==> src/rtl/mat_fifo_pkg.sv <==
// mat_fifo_pkg: shared FSM encodings, source indices and default sizes for the
// mat_fifo write arbiter.
package mat_fifo_pkg;
    localparam logic [1:0] ST_IDLE  = 2'd0;
    localparam logic [1:0] ST_BURST = 2'd1;
    localparam logic [1:0] ST_DONE  = 2'd2;
    localparam logic SRC0 = 1'b0;
    localparam logic SRC1 = 1'b1;
    localparam int LEN_WIDTH_DEF = 10;
endpackage

==> src/rtl/rr_arb2.sv <==
// rr_arb2: two-way round-robin pick; a tie goes to the source opposite last_src.
module rr_arb2
    import mat_fifo_pkg::*;
(
    input  logic req0,
    input  logic req1,
    input  logic last_src,
    output logic gnt_valid,
    output logic gnt_idx
);
    assign gnt_valid = req0 | req1;
    assign gnt_idx   = (req0 && req1) ? ((last_src == SRC0) ? SRC1 : SRC0)
                                      : (req1 ? SRC1 : SRC0);
endmodule

==> src/rtl/mat_fifo_wr_arb.sv <==
// mat_fifo_wr_arb: two-requester burst write arbiter feeding the shared mat_fifo.
// Define MAT_FIFO_ARB_TAG_EN to widen fifo_wr_data by one MSB carrying cur_src.
module mat_fifo_wr_arb
    import mat_fifo_pkg::*;
#(
    parameter int DATA_WIDTH = 8,
    parameter int LEN_WIDTH  = LEN_WIDTH_DEF
) (
    input  logic                  clk,
    input  logic                  rst_n,
    input  logic                  s0_req,
    input  logic                  s1_req,
    input  logic [LEN_WIDTH-1:0]  s0_len,
    input  logic [LEN_WIDTH-1:0]  s1_len,
    input  logic                  s0_valid,
    input  logic                  s1_valid,
    input  logic [DATA_WIDTH-1:0] s0_data,
    input  logic [DATA_WIDTH-1:0] s1_data,
    output logic                  s0_ready,
    output logic                  s1_ready,
    output logic                  s0_done,
    output logic                  s1_done,
    output logic                  fifo_wr_en,
`ifdef MAT_FIFO_ARB_TAG_EN
    output logic [DATA_WIDTH:0]   fifo_wr_data,
`else
    output logic [DATA_WIDTH-1:0] fifo_wr_data,
`endif
    input  logic                  fifo_full,
    output logic                  busy,
    output logic                  cur_src
);
    logic [1:0]            state;
    logic [LEN_WIDTH-1:0]  len_q;
    logic [LEN_WIDTH-1:0]  beat_cnt;
    logic                  last_src;
    logic                  gnt_valid;
    logic                  gnt_idx;
    logic                  burst;
    logic                  rdy;
    logic                  g_valid;
    logic [DATA_WIDTH-1:0] g_data;
    logic                  last_beat;

    rr_arb2 u_arb (
        .req0      (s0_req),
        .req1      (s1_req),
        .last_src  (last_src),
        .gnt_valid (gnt_valid),
        .gnt_idx   (gnt_idx)
    );

    // full gates ready combinationally so a stalled FIFO never sees a write
    assign burst      = (state == ST_BURST);
    assign rdy        = burst && !fifo_full;
    assign s0_ready   = rdy && (cur_src == SRC0);
    assign s1_ready   = rdy && (cur_src == SRC1);
    assign g_valid    = (cur_src == SRC1) ? s1_valid : s0_valid;
    assign g_data     = (cur_src == SRC1) ? s1_data : s0_data;
    assign fifo_wr_en = rdy && g_valid;
    assign last_beat  = fifo_wr_en && (beat_cnt == len_q);
    assign s0_done    = (state == ST_DONE) && (cur_src == SRC0);
    assign s1_done    = (state == ST_DONE) && (cur_src == SRC1);
    assign busy       = burst;
`ifdef MAT_FIFO_ARB_TAG_EN
    assign fifo_wr_data = burst ? {cur_src, g_data} : '0;
`else
    assign fifo_wr_data = burst ? g_data : '0;
`endif

    // beat_cnt holds on the last beat so an all-ones length never wraps
    always_ff @(posedge clk or negedge rst_n) begin
        if (!rst_n) begin
            state    <= ST_IDLE;
            len_q    <= '0;
            beat_cnt <= '0;
            cur_src  <= SRC0;
            last_src <= SRC1;
        end else begin
            case (state)
                ST_IDLE: begin
                    if (gnt_valid) begin
                        state    <= ST_BURST;
                        cur_src  <= gnt_idx;
                        len_q    <= (gnt_idx == SRC1) ? s1_len : s0_len;
                        beat_cnt <= '0;
                    end
                end
                ST_BURST: begin
                    if (last_beat) begin
                        state    <= ST_DONE;
                        last_src <= cur_src;
                    end else if (fifo_wr_en) begin
                        beat_cnt <= beat_cnt + LEN_WIDTH'(1);
                    end
                end
                ST_DONE: state <= ST_IDLE;
                default: state <= ST_IDLE;
            endcase
        end
    end
endmodule

==> config.mk <==
export PLATFORM = sky130hd
export DESIGN_NAME = mat_fifo_wr_arb
export DESIGN_NICKNAME = d
export VERILOG_FILES = /design/src/rtl/mat_fifo_pkg.sv /design/src/rtl/rr_arb2.sv /design/src/rtl/mat_fifo_wr_arb.sv
export SDC_FILE = /design/constraint.sdc
export NUM_CORES = 1
export LEC_CHECK = 0
export CORE_ASPECT_RATIO = 1.4
export CORE_UTILIZATION = 39
export CTS_BUF_LIST = sky130_fd_sc_hd__clkbuf_16
export CTS_CLUSTER_SIZE = 12
export DETAILED_ROUTE_END_ITERATION = 16
export PLACE_DENSITY = 0.76
export SLEW_MARGIN = 40
export SYNTH_ARGS = -nofsm -noshare
export SYNTH_HDL_FRONTEND = slang
export SYNTH_SLANG_ARGS = --single-unit
==> constraint.sdc <==
create_clock -name clk -period 2 [get_ports clk]
set_clock_uncertainty 0.15 [all_clocks]
set_input_delay 0.3 -clock clk [delete_from_list [all_inputs] [get_ports clk]]
set_output_delay 0.3 -clock clk [all_outputs]
set_load 0.05 [all_outputs]
# == After elaboration in Yosys (flattened, before gate mapping) ==
# Index checks and enable logic that the tools add are counted.
# Widths: inputs -> output; s select.
# word_totals
regBits,24
input_bits,43
out_inout_bits,15
# classes
addsub,1
eq_ne,7
mux,14
n_bitwise,2
reduce_logical,15
# ops
cell,n
$mux 10,4
$pmux 10 s2,1
$mux 8,2
$add 10x1->10 const B,1
$eq 10x10->1,1
$logic_and 1x1->1,8
$ne 2x2->1 const B,3
$reduce_and 2->1,3
$mux 1,4
$mux 2,2
$pmux 2 s2,1
$reduce_and 4->1,1
$eq 2x1->1 const B,1
$eq 2x2->1 const B,1
$logic_not 2->1,1
$ne 2x1->1 const B,1
$reduce_bool 2->1,1
$logic_not 1->1,1
$not 1->1,1
$or 1x1->1,1

# == Longest topological paths before layout ==
# Gate-level depths: netlist (run 1).
# logic_depth
depth_word,6
depth_mapped,7
mapped_depth_nobuf,6

# == Hierarchy ==
# A second synthesis (run 1) with hierarchy kept.
# hier_totals
cells_unflattened,155
hier_area_um2,1544.0
# modules_own_cells
module,instances,cells_per_inst,area_each_um2,seq_area_each_um2
mat_fifo_wr_arb,1,153,1530.2,601.8
rr_arb2,1,2,13.8,0.0

# == Worst setup path before layout (run 1) ==
# OpenSTA, ideal clock, no wires.
# synth_path
path_type,register to output
start,register cur_src
end,output s1_ready
t_arrival_ps,2426
required_ps,1550
slack_ps,-876
path_stages_with_launch,4
n_path_buf,2
path_cell_list,dfrtp_1 buf_2 buf_1 nor3b_1
# synth_via
elab_chain_cells,1
# synth_rtl
item,line_no,text
start: declaration,mat_fifo_wr_arb.sv:31,output logic cur_src
start signal: assignment,mat_fifo_wr_arb.sv:84,cur_src <= gnt_idx;
$logic_and 1x1->1,mat_fifo_wr_arb.sv:57,assign s1_ready = rdy && (cur_src == SRC1);
end: declaration,mat_fifo_wr_arb.sv:20,"output logic s1_ready,"
# Every way passes these cells.

# == Final worst setup path (run 1) ==
# layout_path
start,register beat_cnt[3]
end,register last_src
# layout_via
elab_chain_cells,3
# layout_rtl
item,line_no,text
start: declaration,mat_fifo_wr_arb.sv:35,logic [LEN_WIDTH-1:0] beat_cnt;
start signal: assignment,mat_fifo_wr_arb.sv:94,beat_cnt <= beat_cnt + LEN_WIDTH'(1);
$eq 10x10->1,mat_fifo_wr_arb.sv:61,assign last_beat = fifo_wr_en && (beat_cnt == len_q);
$logic_and 1x1->1,mat_fifo_wr_arb.sv:61,
$reduce_and 2->1 (no line),--,
end signal: assignment,mat_fifo_wr_arb.sv:92,last_src <= cur_src;
end: declaration,mat_fifo_wr_arb.sv:36,logic last_src;
# Every way passes these cells.
# A chain may end at the register's enable or synchronous reset.

==> key figures, run 1 <==
Status
  – Status: finished, final reports clean

Logic synthesis
  – Compound-Gate Fraction of Synth Area: 0.174
  – Post-synthesis area per instance: 9.47 um^2
  – Yosys reg bits: 24
  – Post-Synth Adder-Cell Area: 0.00858
  – Syn nets: 198
  – Largest family of logic cells by synthesized area: compound AO/OA/AOI/OAI gates
  – XOR/XNOR share of the synthesized area: 0.0600
  – Synth Warn #: 0
  – Sequential element share of the synthesized area: 0.413
  – Syn Inst Count: 154
  – Post-synthesis simple-gate area fraction: 0.160
  – Main flop type after synthesis: dfrtp_1
  – Mapped cell area: 1460 um^2
  – Async set-reset flop share out of synthesis: 1.00
  – Mux contribution to synthesized area: 0.148
  – Synth cell types: 35
  – EDFF count, synth: 0

Route
  – Total vias in the final route: 1429
  – Via density per instance: 5.50
  – Wire length per cell: 15.8 um
  – # DRC: 0
  – Drt total wl: 4.11 mm
  – Final ANT Viol Nets: 0
  – Initial DRC Count: 86
  – DR pass1 iterations: 4

Timing
  – Min Hold Slack: 248 ps
  – Final Setup Violations: 0
  – Final hold violations: 0
  – Min cycle time layout: 1980 ps
  – Final Worst Setup Slack: 24.6 ps
  – Fin crit share: 0.988
  – Slew HR: 0.598
  – Least-Margin Pin Slew: 598 ps
  – Unrepaired setup endpoints after global routing: true
  – Pins Over Slew Limit: 0
  – Fmax: 0.506 GHz

Run
  – # Max-Cap Violations: 0

Power
  – Pwr Density: 1310 nW/um^2
  – Maximum vdd drop: 0.875 mV
  – Leakage: 1.04 nW

Floorplan
  – Row Count: 25
  – Die ar.: 3990 um^2
  – Initial Util: 0.420
  – Die Y: 74.4 um
  – Die Wd: 53.7 um
  – Ports: 58
  – Core Area: 3470 um^2

CTS
  – Clk sink count: 24
  – CTS clock-pin slew for the worst setup and hold paths: 60 ps
  – H-tree depth: 1
  – CTS buffer count: 3
  – # hold bufs at CTS: 0
  – Latest clock arrival within the worst-skew pair: 260 ps
  – CTS Buffer Depth: 2
  – CTS tree: yes
  – Clock Root Buffer: clkbuf_16

Cells and area
  – Diode count: 0
  – Layout Nets: 265
  – Share of cells above drive strength 1: 0.241
  – Final core utilization: 0.701
  – Area growth, synth to finish: 66.8%
  – Design area: 2430 um^2
  – Post-Layout Cell Count: 260

Critical path
  – Worst Path Required: 2030 ps
  – Setup crit start kind: register
  – Setup crit end kind: register
  – Crit Path Category: reg2reg
  – Reg2Reg Depth: 6
  – CP Max Fanout: 5
  – Worst EP arrival: 2010 ps

Placed design
  – Detail Placement HPWL: 3.10 mm
  – # port buffers: 57
  – Post-DP Area: 2300 um^2
  – Placed Instances: 251
  – RD Place Congestion: 0.905
  – Post-place setup slack: -188 ps

Global route
  – Initial antenna violation count: 0
  – Vias in the first global route: 1448
  – Largest net degree at the start of global routing: 25
  – First-pass GRT wire length: 6.27 mm
  – GR Util All Layers: 0.218
  – GR Overflow Total: 0

Worst hold path
  – Hold crit path type: in2async
cells by family after synthesis:
family                     count (synthesis)
and+or+nand+nor                           44
AOI/OAI and AO/OA                         42
DFF                                       24
muxes                                     21
buffers and inverters                     12
xor gates and xnor gates                  10
adders and majority gates                  1
flip-flops by register name, summed over array words and instances (netlist names):
register and flops:
beat_cnt 10, cur_src 1, last_src 1, len_q 10, state 2
power by group:
group	internal (W)	switching, W
combinational	0.000907	0.00104
sequential	0.000656	0.000163
clock	0.000267	0.000164
final cells by class:
| type | instances | area, um^2 |
|---|---|---|
| Fill cell | 274 | 1040 |
| Multi-Input combinational cell | 118 | 855 |
| Timing Repair Buffer | 72 | 832 |
| Sequential cell | 24 | 607 |
| Clock buffer | 3 | 75.1 |
| Tap cell | 40 | 50.0 |
| Inverter | 2 | 11.3 |
| Clock inverter | 1 | 3.75 |
path summary, 6_finish.rpt:
kind / start / end / slack [ps]
hold / removal: rst_n / beat_cnt[3] / 250
min in group clk: len_q[2] / len_q[2] / 350
setup / recovery: beat_cnt[3] / last_src / 20
max in group asynchronous: rst_n / last_src / 1160
setup reg to reg: beat_cnt[3] / last_src / 20
hold reg to reg: len_q[2] / len_q[2] / 350
cell usage after synthesis, types with 2 or more instances:
cell | n | area share
a21oi_1 | 7 | 0.024
nor2_1 | 10 | 0.026
o21a_1 | 3 | 0.015
o31ai_1 | 8 | 0.041
inv_1 | 2 | 0.0051
nand2_1 | 14 | 0.036
nor3b_1 | 2 | 0.010
nand3_1 | 5 | 0.017
mux2i_1 | 19 | 0.13
and3_1 | 3 | 0.013
dfrtp_1 | 23 | 0.39
xnor2_1 | 10 | 0.060
o21ai_0 | 15 | 0.051
nand4_1 | 2 | 0.0086
a31oi_1 | 5 | 0.021
clkbuf_1 | 7 | 0.018
cells in the final DEF (no fill, tap or decap), types with 2 or more instances in the layout:
master / count
and3_1: 3
nor2_2: 4
xnor2_1: 10
o21ai_0: 14
clkdlybuf4s50_1: 41
a21oi_1: 7
nand4_1: 2
nor2_1: 5
dfrtp_1: 19
dfrtp_2: 4
nand3_1: 5
buf_4: 15
mux2i_1: 19
o21ai_1: 2
o21a_1: 3
clkbuf_16: 3
buf_12: 15
nand2_1: 14
o31ai_1: 8
a31oi_1: 5
nor2_4: 2
through the flow:
step,total power [W],TNS (ps)
global placement,0.00264,-1400
detailed placement,0.00269,-1740
floorplan,0.00192,-527
CTS,0.00314,0
global route,0.00336,-739
finish,0.00320,0
per-layer routing:
| layer | wire (um) | global-route usage | up-vias |
|---|---|---|---|
| li1 | - | - | 691 |
| met1 | 1440 | 0.203 | 659 |
| met2 | 2280 | 0.425 | 74 |
| met3 | 324 | 0.0450 | 5 |
| met4 | 63 | 0.102 | 0 |
| met5 | 0 | 0 | - |
critical path, stage by stage (launching register included):
cell and delay (ps):
dfrtp_1 440, xnor2_1 240, nand4_1 140, buf_4 180, nor4_4 290, buf_4 160
mux2_4 290
repair_timing:
action,in CTS,in global routing
setup buffers,2,3
gates resized for setup,2,4
pin swaps,1,2
setup endpoints to repair,1,11
hold endpoints to repair,0,0
No activity file was read; power rests on OpenSTA's default activity.
==> run 2, diff against run 1 <==
--- a/config.mk
+++ b/config.mk
@@ -10,6 +10,7 @@
 export CTS_BUF_LIST = sky130_fd_sc_hd__clkbuf_16
 export CTS_CLUSTER_SIZE = 12
 export DETAILED_ROUTE_END_ITERATION = 16
+export GPL_ROUTABILITY_DRIVEN = 0
 export PLACE_DENSITY = 0.76
 export SLEW_MARGIN = 40
 export SYNTH_ARGS = -nofsm -noshare
==> run 2 against run 1 <==
  * The flow now finishes with violations (negative setup slack)
  * Sequential share of layout area is 0.40 points lower
  * Register-to-register slack worse by 70 ps
  * Global-route usage is 0.21 points lower
  * Non-clock buffer count is 2 lower
  * Via count is 0.49% lower
  * Critical path depth stayed put
  * Fmax is 3.2% lower
  * Sequential power is 2% higher
  * Die area stayed put
  * Final cell count is 0.77% lower
  * Clock-buffer cell count stayed put
  * Critical path type unchanged
  * Critical endpoint is now beat_cnt[3]
==> key figures, run 2 (synthesis results as in run 1) <==
Global route
  – GR Overflow Total: 0
  – Largest net degree at the start of global routing: 25
  – Most used routing layer: met2
  – Vias in the first global route: 1463
  – Initial antenna violation count: 0
  – First-pass GRT wire length: 6.15 mm
  – GR Util met2: 0.424
  – Met3 GRT Util: 0.0389
  – M1 GR Usage: 0.192
  – GR Util All Layers: 0.216

Placed design
  – Detail Placement HPWL: 3.13 mm
  – # port buffers: 57
  – Placed Instances: 251

CTS
  – CTS buffer count: 3
  – CTS Buffer Depth: 2
  – Latest clock arrival within the worst-skew pair: 260 ps
  – Clk sink count: 24
  – H-tree depth: 1
  – CTS tree: yes
  – CTS clock-pin slew for the worst setup and hold paths: 60 ps
  – Clock Root Buffer: clkbuf_16

Critical path
  – CP Max Fanout: 5
  – Setup crit start kind: register
  – Worst R2R End: beat_cnt[3]
  – Setup crit end kind: register
  – Critical path origin: beat_cnt[3]
  – Worst Path Required: 1980 ps
  – R2r setup slk: -40 ps
  – Reg2Reg Launch Point: beat_cnt[3]
  – Reg2Reg Depth: 6
  – Crit Path Category: reg2reg
  – Worst EP arrival: 2020 ps

Route
  – Via density per instance: 5.51
  – Final ANT Viol Nets: 0
  – Total vias in the final route: 1422
  – Drt total wl: 4.11 mm
  – DR pass1 iterations: 4
  – Wire length per cell: 15.9 um
  – # DRC: 0
  – Initial DRC Count: 42

Cells and area
  – Post-Layout Cell Count: 258
  – Layout Nets: 263
  – Diode count: 0
  – Largest registers: beat_cnt: 10 flops, len_q: 10 flops, state: 2 flops
  – Most common cell after layout, fill and taps aside: clkdlybuf4s50_1
  – Share of cells above drive strength 1: 0.243
  – Most frequent cells in the layout: clkdlybuf4s50_1, dfrtp_1, mux2i_1
  – Area growth, synth to finish: 69.2%

Timing
  – Least-Margin Pin Slew: 628 ps
  – Min cycle time layout: 2040 ps
  – Final Worst Setup Slack: -40.5 ps
  – Slew HR: 0.578
  – Fmax: 0.490 GHz
  – Setup TNS: -40.5 ps
  – Unrepaired setup endpoints after global routing: true
  – Final hold violations: 0
  – Pins Over Slew Limit: 0
  – Fin crit share: 1.02
  – Final Setup Violations: 1

Floorplan
  – Die Wd: 53.7 um
  – Core Area: 3470 um^2
  – Die ar.: 3990 um^2
  – Ports: 58
  – Die Y: 74.4 um
  – Row Count: 25
  – Initial Util: 0.420

Worst hold path
  – Hold crit path type: in2async

Power
  – Maximum vdd drop: 1.16 mV
  – Total power draw: 0.00335 W
  – Pwr Density: 1360 nW/um^2
  – Leakage: 1.05 nW

Status
  – Status: finished with violations
  – Failing checks: negative setup slack

Run
  – # Max-Cap Violations: 0
run 2: worst max path at each step:
stage | endpoint | slack (ps) | cells after the start
2_1_floorplan | beat_cnt[3] | -100 | 7
3_3_place_gp | beat_cnt[9] | -140 | 5
3_5_place_dp | beat_cnt[5] | -190 | 5
4_1_cts | fifo_wr_en | 0.4 | 6
5_1_grt | beat_cnt[3] | -120 | 6
6_report | beat_cnt[3] | -40 | 6
run 2: stage by stage:
| step | setup slack [ps] | hold WS (ps) | util | instance area [um^2] |
|---|---|---|---|---|
| global route | -119 | 290 | 0.711 | 2470 |
| CTS | 0.381 | 260 | 0.696 | 2420 |
| finish | -40.5 | 249 | 0.711 | 2470 |
| floorplan | -96.1 | -146 | - | 1510 |
| detailed placement | -188 | 344 | 0.663 | 2300 |
| global placement | -137 | 338 | 0.663 | 2300 |
run 2: report_power, final:
part	total [W]	leakage (nW)	switching, W	internal (W)
sequential	0.000838	0.300	0.000184	0.000654
combinational	0.00195	0.701	0.00104	0.000913
clock	0.000563	0.0511	0.000166	0.000398
run 2: timing repair:
item / in CTS / in global routing
pin swaps: 1 / 8
setup buffers: 1 / 2
endpoints found under the setup margin: 1 / 11
resized for setup: 3 / 8
hold buffers: 0 / 0
run 2: final cells by class:
cell class / count / area (um^2)
clock buffers: 3 / 75.1
flip-flops and latches: 24 / 606
repair buffers: 70 / 827
well taps: 40 / 50.0
multi-input cells: 118 / 870
clock inverters: 1 / 30.0
inverters: 2 / 11.3
fillers: 257 / 1000
run 2: layer usage:
metal | vias up | part of all wire
li1 | 688 | -
met1 | 650 | 0.34
met5 | - | 0
met2 | 71 | 0.56
met3 | 13 | 0.069
met4 | 0 | 0.031
run 2: worst max-delay path, stage by stage (launching register included):
cell     delay, ps
dfrtp_1        450
xnor2_2        190
nand4_1        260
buf_4          240
o31a_1         320
a41oi_2        220
a31oi_1         70
==> run 3, diff against run 2 <==
--- a/config.mk
+++ b/config.mk
@@ -16,3 +16,4 @@
 export SYNTH_ARGS = -nofsm -noshare
 export SYNTH_HDL_FRONTEND = slang
 export SYNTH_SLANG_ARGS = --single-unit
+export TNS_END_PERCENT = 50
==> run 3 against run 2 <==
  * The flow now finishes without violations
  * Setup slack better by 95 ps
  * Critical endpoint is now fifo_wr_en
  * Final area is 0.96% lower
  * Highest routed layer unchanged
  * Critical path depth is 1 lower
  * Global-route usage is 0.35 points higher
  * Fmax is 4.9% higher
  * Die area stayed put
  * Sequential share of layout area is 0.24 points higher
  * Routed wire length is 3.8% lower
  * Via count is 1.5% higher
  * Sequential cell count stayed put
  * Final cell count is 0.39% higher
  * Register-to-register slack better by 120 ps
==> key figures, run 3 (synthesis results as in run 1) <==
Route
  – Met1 WL: 1.36 mm
  – Final ANT Viol Nets: 0
  – Initial DRC Count: 38
  – Metal2 WL: 2.23 mm
  – Total vias in the final route: 1443
  – WL met3: 288 um
  – Drt total wl: 3.95 mm
  – DR pass1 iterations: 4
  – Via density per instance: 5.57
  – # DRC: 0
  – Top Layer Used: met4
  – Wire length per cell: 15.3 um

Floorplan
  – Ports: 58
  – Die Wd: 53.7 um
  – Die ar.: 3990 um^2
  – Initial Util: 0.420
  – Core Area: 3470 um^2
  – Row Count: 25
  – Die Y: 74.4 um

Cells and area
  – Layout Nets: 264
  – Diode count: 0
  – Most common cell after layout, fill and taps aside: clkdlybuf4s50_1
  – FILL cells: 240
  – Largest registers: beat_cnt: 10 flops, len_q: 10 flops, state: 2 flops
  – Area growth, synth to finish: 67.6%
  – Share of cells above drive strength 1: 0.242
  – Post-Layout Cell Count: 259
  – Most frequent cells in the layout: clkdlybuf4s50_1, dfrtp_1, mux2i_1

Global route
  – First-pass GRT wire length: 6.40 mm
  – Vias in the first global route: 1438
  – Largest net degree at the start of global routing: 25
  – Initial antenna violation count: 0
  – GR Overflow Total: 0
  – GR Util All Layers: 0.219

Timing
  – Pins Over Slew Limit: 0
  – Least-Margin Pin Slew: 521 ps
  – Slew HR: 0.650
  – Fin crit share: 0.973
  – Fmax: 0.514 GHz
  – Final Setup Violations: 0
  – Min Hold Slack: 248 ps
  – Min cycle time layout: 1950 ps
  – Final hold violations: 0
  – Unrepaired setup endpoints after global routing: true

Worst hold path
  – Hold crit path type: in2async

Critical path
  – Crit Path Category: reg2out
  – Worst Path Required: 1550 ps
  – Setup crit end kind: output pin
  – Worst EP arrival: 1500 ps
  – CP Max Fanout: 3
  – Setup crit start kind: register

Status
  – Status: finished, final reports clean

Power
  – Pwr Density: 1290 nW/um^2
  – Maximum vdd drop: 0.962 mV
  – Leakage: 1.06 nW
  – Total power draw: 0.00315 W

CTS
  – Latest clock arrival within the worst-skew pair: 260 ps
  – CTS buffer count: 3
  – CTS tree: yes
  – H-tree depth: 1
  – # hold bufs at CTS: 0
  – CTS Buffer Depth: 2
  – Clk sink count: 24
  – CTS clock-pin slew for the worst setup and hold paths: 60 ps
  – Clock Root Buffer: clkbuf_16

Placed design
  – # port buffers: 57
  – Detail Placement HPWL: 3.14 mm
  – Placed Instances: 251

Run
  – # Max-Cap Violations: 0
[run 3: power by group]
part	switching, W	total, W	internal, W
Clock	0.000158	0.000425	0.000267
Combinational	0.00102	0.00192	0.000904
Sequential	0.000155	0.000809	0.000654
[run 3: timing repair]
item,in CTS,in global routing
endpoints found under the hold margin,0,0
cloned,0,0
pin swaps,2,3
gates resized for setup,1,12
endpoints found under the setup margin,2,12
buffers inserted,2,2
[run 3: final cells by class]
type                            count  area (um^2)  area share
Timing Repair Buffer               71          837       0.342
Inverter                            2         11.3     0.00461
Multi-Input combinational cell    118          862       0.353
Tap cell                           40         50.0      0.0205
Clock inverter                      1         3.75     0.00154
Clock buffer                        3         75.1      0.0307
Sequential cell                    24          606       0.248
[run 3: metal layers]
metal  track usage  up-vias
met5             0        -
met4        0.0789        0
met3        0.0511        9
met2         0.425       68
met1         0.214      678
li1              -      688
[run 3: through the flow]
step | worst slack, ps | cell area, um^2 | utilization | setup TNS (ps)
5_1_grt | -5.18 | 2440 | 0.704 | -9.76
4_1_cts | 2.28 | 2390 | 0.689 | 0
3_3_place_gp | -160 | 2300 | 0.662 | -1320
6_report | 54.8 | 2440 | 0.704 | 0
3_5_place_dp | -283 | 2300 | 0.662 | -2230
2_1_floorplan | -96.1 | 1510 | - | -599
[run 3: final timing paths]
check / startpoint / cells past startpoint / slack (ps) / endpoint
worst min-delay path: rst_n / 2 / 250 / beat_cnt[5]
max in group asynchronous: rst_n / 2 / 1160 / last_src
worst max-delay path: cur_src / 5 / 50 / fifo_wr_en
worst min register to register: len_q[5] / 2 / 350 / len_q[5]
worst max register to register: cur_src / 6 / 80 / last_src
min in group clk: len_q[5] / 2 / 350 / len_q[5]
[run 3: worst max-delay path, stage by stage, from the launching register on]
cell and delay [ps]:
dfrtp_2 410, mux2i_1 120, or3_4 400, clkinvlp_4 80
buf_4 110, buf_12 120
